[src/rtl/uart_rx_pkg.sv]
// Shared UART constants and receiver state type.
// Default line rate and clock, frame format (8 data bits, 1 stop bit).
package uart_rx_pkg;

   localparam int DEFAULT_BAUD = 9600;
   localparam int DEFAULT_F    = 50_000_000;
   localparam int DATA_BITS    = 8;
   localparam int STOP_BITS    = 1;

   typedef enum logic [2:0] {
      S_WAIT_HIGH,
      S_IDLE,
      S_START,
      S_DATA,
      S_STOP
   } rx_state_t;

endpackage

[src/rtl/sync_2ff.sv]
// Two-flop synchronizer for a single asynchronous input.
// Both flops reset to RST_VAL so the output is clean out of reset.
module sync_2ff #(
   parameter logic RST_VAL = 1'b1
) (
   input  logic clk,
   input  logic rst,
   input  logic d,
   output logic q
);

   logic meta;

   always_ff @(posedge clk) begin
      if (rst) begin
         meta <= RST_VAL;
         q    <= RST_VAL;
      end else begin
         meta <= d;
         q    <= meta;
      end
   end

endmodule

[src/rtl/uart_rx.sv]
// 8N1 UART receiver: mid-bit sampling from a F/BAUD divider, byte strobe on
// valid, stop-bit errors on frame_err.
//
// state       | meaning
// ------------+------------------------------------------------------------
// S_WAIT_HIGH | after reset or framing error; wait for line idle (high)
// S_IDLE      | line idle, waiting for a falling edge
// S_START     | count to mid start bit, confirm low or reject as glitch
// S_DATA      | sample 8 data bits LSB first, one per bit period
// S_STOP      | sample stop bit; good -> strobe valid, bad -> frame_err
module uart_rx
   import uart_rx_pkg::*;
#(
   parameter int BAUD = DEFAULT_BAUD,
   parameter int F    = DEFAULT_F
) (
   input  logic                 clk,
   input  logic                 rst,
   input  logic                 rx,
   output logic [DATA_BITS-1:0] data,
   output logic                 valid,
   output logic                 frame_err,
   output logic                 busy
);

   localparam int DIV  = F / BAUD;
   localparam int HALF = DIV / 2;
   localparam int CW   = $clog2(DIV);
   localparam int IW   = $clog2(DATA_BITS);

   localparam logic [CW-1:0] CNT_HALF = CW'(HALF - 1);
   localparam logic [CW-1:0] CNT_FULL = CW'(DIV - 1);
   localparam logic [IW-1:0] IDX_LAST = IW'(DATA_BITS - 1);

   logic                 rx_s;
   rx_state_t            state;
   logic [CW-1:0]        cnt;
   logic [IW-1:0]        idx;
   logic [DATA_BITS-1:0] shreg;

   sync_2ff #(
      .RST_VAL (1'b1)
   ) u_sync (
      .clk (clk),
      .rst (rst),
      .d   (rx),
      .q   (rx_s)
   );

   always_ff @(posedge clk) begin
      if (rst) begin
         state     <= S_WAIT_HIGH;
         cnt       <= '0;
         idx       <= '0;
         shreg     <= '0;
         data      <= '0;
         valid     <= 1'b0;
         frame_err <= 1'b0;
         busy      <= 1'b0;
      end else begin
         valid     <= 1'b0;
         frame_err <= 1'b0;
         cnt       <= cnt + CW'(1);
         case (state)
            S_WAIT_HIGH: begin
               cnt <= '0;
               if (rx_s) state <= S_IDLE;
            end
            S_IDLE: begin
               cnt <= '0;
               if (!rx_s) begin
                  state <= S_START;
                  busy  <= 1'b1;
               end
            end
            S_START: begin
               if (cnt == CNT_HALF) begin
                  cnt <= '0;
                  if (!rx_s) begin
                     state <= S_DATA;
                     idx   <= '0;
                  end else begin
                     state <= S_IDLE;
                     busy  <= 1'b0;
                  end
               end
            end
            S_DATA: begin
               if (cnt == CNT_FULL) begin
                  cnt        <= '0;
                  shreg[idx] <= rx_s;
                  idx        <= idx + IW'(1);
                  if (idx == IDX_LAST) state <= S_STOP;
               end
            end
            S_STOP: begin
               // Leave at mid-stop so a start bit right after the stop bit is caught.
               if (cnt == CNT_FULL) begin
                  cnt  <= '0;
                  busy <= 1'b0;
                  if (rx_s) begin
                     data  <= shreg;
                     valid <= 1'b1;
                     state <= S_IDLE;
                  end else begin
                     frame_err <= 1'b1;
                     state     <= S_WAIT_HIGH;
                  end
               end
            end
            default: begin
               state <= S_WAIT_HIGH;
               cnt   <= '0;
               busy  <= 1'b0;
            end
         endcase
      end
   end

endmodule

[config.mk]
export PLATFORM = sky130hd
export DESIGN_NAME = uart_rx
export DESIGN_NICKNAME = d
export VERILOG_FILES = /design/src/rtl/uart_rx_pkg.sv /design/src/rtl/sync_2ff.sv /design/src/rtl/uart_rx.sv
export SDC_FILE = /design/constraint.sdc
export NUM_CORES = 1
export LEC_CHECK = 0
export CORE_MARGIN = 2
export CORE_UTILIZATION = 52
export DETAILED_ROUTE_END_ITERATION = 6
export GPL_TIMING_DRIVEN = 0
export PLACE_DENSITY = 0.75
export SLEW_MARGIN = 20
export SYNTH_ARGS = -nofsm -noshare
export SYNTH_HDL_FRONTEND = slang
export SYNTH_SLANG_ARGS = --single-unit
[constraint.sdc]
create_clock -name clk -period 1.8 [get_ports clk]
set_input_delay 0.18 -clock clk [delete_from_list [all_inputs] [get_ports clk]]
set_output_delay 0.18 -clock clk [all_outputs]
set_load 0.05 [all_outputs]
### Word-level counts from Yosys, hierarchy flattened

Index checks and enable logic that the tools add are counted.

| storage, ports and cells | value |
|---|---|
| register bits after elaboration | 40 |
| output and inout bits | 11 |

| operators by class | value |
|---|---|
| add/sub/neg operators | 2 |
| order comparisons | 2 |
| eq/ne operators | 15 |
| multiplexer cells | 26 |
| bitwise gates (word level) | 3 |
| reductions and logical operators | 11 |

Operators with widths:

| kind | number |
|---|---|
| $mux 3 | 9 |
| $mux 13 | 2 |
| $pmux 13 s2 | 1 |
| $pmux 3 s5 | 1 |
| $add 13x1->13 const B | 1 |
| $eq 13x12->1 const B | 1 |
| $eq 13x13->1 const B | 1 |
| $ne 2x2->1 const B | 6 |
| $bwmux 8 | 1 |
| $mux 1 | 8 |
| $eq 3x2->1 const B | 2 |
| $eq 3x3->1 const B | 2 |
| $pmux 3 s2 | 1 |
| $reduce_and 6->1 | 1 |
| $reduce_and 5->1 | 1 |
| $lt 3x4->1 const B | 1 |
| $ne 2x1->1 const B | 2 |
| $pmux 1 s4 | 1 |
| $reduce_and 4->1 | 1 |
| $reduce_or 2->1 | 2 |
| $add 3x1->3 const B | 1 |
| $demux 1 s3 | 1 |
| $eq 3x1->1 const B | 1 |
| $ge 3x1->1 const B | 1 |
| 8 further kinds | 10 |

### Longest topological paths before layout

| depth | value |
|---|---|
| depth in word-level cells | 5 |
| depth in mapped cells | 7 |
| gate-level depth less buffers | 5 |

### By module

From an unflattened synthesis, not the netlist that was laid out.

| unflattened totals | value |
|---|---|
| cell total of the unflattened synthesis | 202 |
| area total of the unflattened synthesis | 1,851.8 um^2 |

Modules (own cells, without submodules):

| module | instances | cells an instance | area each (um^2) | sequential area each (um^2) |
|---|---|---|---|---|
| uart_rx | 1 | 198 | 1,799.2 | 760.7 |
| sync_2ff | 1 | 4 | 52.6 | 40.0 |

### Worst setup path before layout

No wires, ideal clock.

| timing | value |
|---|---|
| path kind | register -> register |
| from | register cnt[0] |
| to | register state[0] |
| arrival time | 1.636 ns |
| required time | 1.679 ns |
| path slack | 0.044 ns |
| stages on the path, launching flop included | 7 |
| period minus slack after synthesis | 1.756 ns |
| cells stage by stage | dfxtp_1 ha_1 and4b_1 buf_2 nand3_2 a221oi_2 mux2_2 |

| on the way | value |
|---|---|
| word-level cells in the longest chain between the ends | 3 |

Ends and longest elaborated chain:

| what | line | source |
|---|---|---|
| from (decl) | uart_rx.sv:37 | `logic [CW-1:0] cnt;` |
| from (signal assigned) | uart_rx.sv:63 | `cnt <= cnt + CW'(1);` |
| $eq 13x13->1 / $eq 13x12->1 (equally long branches) | uart_rx.sv:89, uart_rx.sv:98, uart_rx.sv:77 |  |
| $ne 2x2->1 (no source line) | - |  |
| $reduce_and 6->1 (no source line) * | - |  |
| to (signal assigned) | uart_rx.sv:93 | `if (idx == IDX_LAST) state <= S_STOP;` |
| to (signal assigned) | uart_rx.sv:104 | `state <= S_IDLE;` |
| to (signal assigned) | uart_rx.sv:107 | `state <= S_WAIT_HIGH;` |
| to (decl) | uart_rx.sv:36 | `rx_state_t state;` |

Every way passes the cells marked *; elsewhere a longest branch is shown, timed or not.
A chain may end at the register's enable or synchronous reset.

### Final worst setup path

| timing | value |
|---|---|
| from | register cnt[1] |
| to | register state[0] |

The elaborated chain is that of the path after synthesis.

==> out/qor.csv <==
metric,value,unit
post-route cell area,2360,um2
worst slew pin tran,0.498,ns
cell count after synthesis,202,
WL/cell,13.2,um
TritonCTS clock tree,done,
initial antenna violation count,0,
layout cell share with drive strength beyond 1,0.218,
sequential-to-total area share from yosys stat,0.419,
Relative slew margins,0.667,
"Power, Total",1.83,mW
"FF+latch count, synth",40,
fillers,285,
Hold Slack,0.411,ns
hold crit path type,reg -> reg,
CP cell instances,"ha_4, and4b_1, buf_6, nand4_1, a221oi_2, mux2_4",
syn_area_per_cell,9.45,um2
Peak VDD IR,0.573,mV
"antenna viol nets, final",0,
family with the most delay on the worst path,flip-flops,
DRT Pass-1 Iters,4,
post-synth cell types,44,
Fin Clk Skew,0.00806,ns
Yosys top cell by area,dfxtp_1,
Die W,64.6,um
Worst Path Max Fanout,6,
Multi-input gate area,1090,um2
final wirelength,3660,um
worst path bufs/invs,1,
CTS sink count,40,
first-pass GRT wire length,5920,um
Mapped Area,1910,um2
die area,4170,um2
Clock Tree Buf Depth,2,
max-cap violations,0,
global-route usage over all layers,0.182,
vias in the first global route,1352,
Seq. cell area,815,um2
Clock transition at path regs,0.07,ns
fin nets,234,
Setup crit start kind,flip-flop,
GRT overflow,0,
Worst EP arrival,1.93,ns
post-route setup slack,0.0442,ns
Fin. Hold Viols,0,
CTS Buf Count,5,
Post-synth ARST share,0,
vias per cell,5.53,
syn_nets,208,
boundary pin count,14,
row cnt,22,
CTS Root Cell,clkbuf_8,
top_reg_cell synth,dfxtp_1,
# H-tree levels,2,
largest net degree at the start of global routing,14,
Synth warnings,0,
f_max,0.570,GHz
"Max stage delay cell, worst path",dfxtp_4,
"Cell Area, Placed",2100,um2
final setup violation count,0,
routability cong.,0.839,
1st-iter DRT viols,88,
top post-synthesis cells by area,"dfxtp_1, mux2i_1, nor2_1, xnor2_1, nand2b_1",
Clock Latency Late Sink,0.29,ns
number of synthesized flops with an enable pin,0,
post-layout min period,1.76,ns
outcome,"finished, final reports clean",
reg2reg setup slack,0.04,ns
CP required,1.98,ns
Setup crit end kind,flip-flop,
starting density of the core,0.529,
Tcrit/Tclk final,0.975,
leakage power total,0.878,nW
Antenna diodes,0,
Slew Limit Fails,0,
unrepaired setup endpoints after global routing,true,
Pwr per Cell Area,777,nW/um2
Die Span Y,64.6,um
CP peak stage delay,0.38,ns
routed via count,1532,
DRC Markers,0,
detailed placement HPWL,2410,um
port buffer count,13,
Place WS,-0.355,ns
P&R area growth vs syn,23.7,%
critical path type,reg -> reg,
top cell type's share of synthesized area,0.419,
total core area,3610,um2
-- registers in the layout (all words and copies together) (netlist names), 3 cells and up --
name and count:
cnt 13, idx 3, state 3, shreg 8, data 8
-- metal layers --
| metal | GRT usage | part of all wire | vias to the layer above |
|---|---|---|---|
| li1 | - | - | 769 |
| met1 | 0.220 | 0.47 | 716 |
| met2 | 0.311 | 0.47 | 41 |
| met3 | 0.0417 | 0.039 | 6 |
| met4 | 0.0718 | 0.016 | 0 |
| met5 | 0 | 0 | - |
-- cells in the mapped netlist (3+ instances only) --
library cell  count
xnor2_1           9
nand2_1           5
nand4_1           6
xor2_1            3
a211oi_1          3
mux2i_1          18
dfxtp_1          40
nand2b_1         12
nand4b_1          3
a21oi_1           4
inv_1             4
clkbuf_1          6
nor3_1            7
nor4bb_1          3
buf_2             5
ha_1              3
nand3_1           6
nor2_1           31
-- layout make-up --
| type | instances | area share |
|---|---|---|
| multi-input cells | 143 | 0.461 |
| flip-flops and latches | 40 | 0.345 |
| repair buffers | 19 | 0.0742 |
| plain buffers | 15 | 0.0408 |
| clock buffers | 5 | 0.0291 |
| well taps | 48 | 0.0254 |
| clock inverters | 3 | 0.0180 |
| inverters | 4 | 0.00636 |
-- path summary, 6_finish.rpt --
check	cells after the start	from	end
hold / removal	1	u_sync.meta	u_sync.q
setup reg to reg	6	cnt[1]	state[0]
setup / recovery	6	cnt[1]	state[0]
hold reg to reg	1	u_sync.meta	u_sync.q
-- placed cells by master (no fill, tap or decap), drive strengths merged, types with 3 or more instances in the layout --
| master | synthesis | final |
|---|---|---|
| a21oi | 4 | 4 |
| a211oi | 3 | 3 |
| ha | 3 | 3 |
| mux2i | 18 | 18 |
| xnor2 | 9 | 9 |
| nand4b | 3 | 3 |
| buf | 8 | 14 |
| inv | 4 | 4 |
| xor2 | 3 | 3 |
| clkdlybuf4s50 | 0 | 13 |
| and4bb | 3 | 3 |
| nor2 | 31 | 31 |
| nand4 | 6 | 6 |
| nand3 | 7 | 7 |
| nand2 | 5 | 5 |
| dfxtp | 40 | 40 |
| clkbuf | 7 | 12 |
| nor4bb | 3 | 3 |
| nand2b | 12 | 12 |
| nor3 | 7 | 7 |
-- where the power goes --
| group | leakage, nW | switching [mW] | internal [mW] | total (mW) |
|---|---|---|---|---|
| clock network | 0.0541 | 0.301 | 0.410 | 0.711 |
| registers | 0.327 | 0.00501 | 0.897 | 0.902 |
| logic | 0.497 | 0.123 | 0.0987 | 0.221 |
-- cell families after synthesis --
kind of cell	count (synthesis)	synth area share
AND/OR/NAND/NOR	92	0.288
AO/OA/AOI/OAI	17	0.0688
adder cells (fa/ha/maj)	3	0.0197
flip-flops	40	0.419
XOR/XNOR	12	0.0551
buffers and inverters	19	0.0491
multiplexers	19	0.100
-- timing repair --
action	4_1_cts	5_1_grt
endpoints found under the hold margin	0	0
pin swaps	4	4
gates resized for setup	10	23
setup endpoints to repair	35	31
setup buffers	3	3
hold buffers	0	0
-- metrics by stage --
| stage | instances | utilization | TNS (ns) |
|---|---|---|---|
| 6_report | 277 | 0.655 | 0 |
| 5_1_grt | 277 | 0.655 | -0.0776 |
| 4_1_cts | 274 | 0.632 | 0 |
| 3_5_place_dp | 263 | 0.582 | -7.75 |
| 3_3_place_gp | 263 | 0.582 | -5.70 |
| 2_1_floorplan | 202 | - | 0 |
Note: power is estimated with default switching activity, not from simulation.
==> variant (same settings) <==
`DEFAULT_F`: 50_000_000 -> 25_000_000.
--- a/src/rtl/uart_rx_pkg.sv
+++ b/src/rtl/uart_rx_pkg.sv
@@ -4,5 +4,5 @@
 
    localparam int DEFAULT_BAUD = 9600;
-   localparam int DEFAULT_F    = 50_000_000;
+   localparam int DEFAULT_F    = 25_000_000;
    localparam int DATA_BITS    = 8;
    localparam int STOP_BITS    = 1;
Check against the original RTL: no difference found for any inputs over 10 cycles, from zero or initial values and one cycle with rst high; that may be too few to reach the edited logic, so the function may still have changed.
==> variant against the unedited design <==
The flow now finishes with violations (setup timing); clock skew rose by 0.0033 ns; critical path depth fell by 1; utilization fell by 0.68 points; synthesized cell count fell by 3.0%; power rose by 1.5%; worst setup slack got worse by 0.28 ns; sequential cell count fell by 1; wire length fell by 11%; synthesized area fell by 5.0%; cell count fell by 5.1%; cell area fell by 8.4%; critical path type unchanged; largest power group unchanged.
==> variant: results <==
group,metric,value,unit
hold_path,min_path_type,"in2reg",
routing,postRouteWirelength,3257,um
final_layout,instances_no_fill,263,
run_status,violations,"setup timing",
synth,async_flop_share,0,%
routing,dr.pass1.iters,4,
cts,clock_latency,0.34,ns
routing,num_vias,1375,
worst_setup_path,cp_max_fo,5,
cts,root_buffer,"clkbuf_4",
cts,clk_pin_slew,0.12,ns
timing,setup_viol,29,
power,p_leak,0.8136,nW
final_layout,drive_above_1_share,13.82,%
placed_design,gp_congestion,0.9042,
worst_setup_path,crit_arrival,2.26,ns
placed_design,preCtsSetupSlack,-0.4649,ns
routing,first_iter_violations,82,
global_routing,gr-usage-all-layers,18.30,%
synth,synthCells,196,
timing,fin_hold_ws,0.3957,ns
synth,synthTopCellsByArea,"dfxtp_1 (43%), mux2i_1 (9.9%), nor2_1 (7.7%)",
synth,synth_top_cells_by_count,"dfxtp_1 (39), nor2_1 (37), mux2i_1 (18)",
timing,timing.final.ws_setup,-0.2364,ns
synth,seq_area_frac_synth,43.06,%
placed_design,io_buffers,13,
final_layout,top_regs,"cnt: 12 flops, data: 8 flops, shreg: 8 flops",
global_routing,antenna_found_initial,0,
cts,cts_inserted_buffers,5,
timing,skew,0.01131,ns
cts,h-tree-depth,2,
global_routing,grt_pass1_wl,5865,um
global_routing,grt_max_degree,13,
final_layout,diodes,0,
run_status,status,"finished, violations left",
power,peakVddDrop,0.7844,mV
timing,fin_tns_setup,-4.624,ns
timing,max_slew_margin,66.83,%
synth,yosysUniqueCellTypes,41,
placed_design,dp_hpwl,2337,um
final_layout,final_net_count,223,
synth,ys_warn_count,0,
cts,cts_buffer_depth,2,
placed_design,placed_area,0.002003,mm2
[variant: cell type report]
cell class	instances	area, um2
Fill cell	290	1175
Multi-Input combinational cell	141	1013
Sequential cell	39	787.0
Timing Repair Buffer	15	145.1
Clock inverter	2	60.06
Tap cell	46	57.56
Buffer	11	46.29
Clock buffer	6	41.29
Inverter	3	11.26
[variant: worst max-delay path: stages, from the launching register on]
cell and delay [ns]:
dfxtp_4 0.36, or4b_4 0.57, or4_4 0.51, nor4b_4 0.25, mux2i_1 0.20, nor2_1 0.05
[variant: power breakdown]
group | switching, mW | internal (mW) | total, mW
combinational | 0.148 | 0.0955 | 0.244
clock | 0.275 | 0.434 | 0.708
sequential | 0.0237 | 0.886 | 0.909
[variant: worst paths after layout]
check              start  cells after the start          end
min                   rx                      2  u_sync.meta
max               cnt[2]                      5     shreg[2]
max reg2reg       cnt[2]                      5     shreg[2]
min reg2reg  u_sync.meta                      1     u_sync.q
[variant: repair_timing]
action | CTS | global route
buffers inserted | 2 | 0
pin swaps | 1 | 1
setup endpoints to repair | 36 | 34
resized for setup | 8 | 3
[variant: routing by layer]
layer | part of all wire, % | wire [um] | GRT usage, %
met1 | 49 | 1601 | 24.32
met2 | 46 | 1507 | 28.72
met3 | 3.2 | 105 | 4.324
met4 | 1.3 | 42 | 6.944
met5 | 0 | 0 | 0
[variant: logic make-up after synthesis]
group / after synthesis / synth area share [%]
fa+ha+maj: 4 / 2.761
xor+xnor: 11 / 5.314
compound gates: 15 / 5.797
buf+inv: 16 / 3.933
flops: 39 / 43.06
mux: 18 / 9.938
simple gates: 93 / 29.19
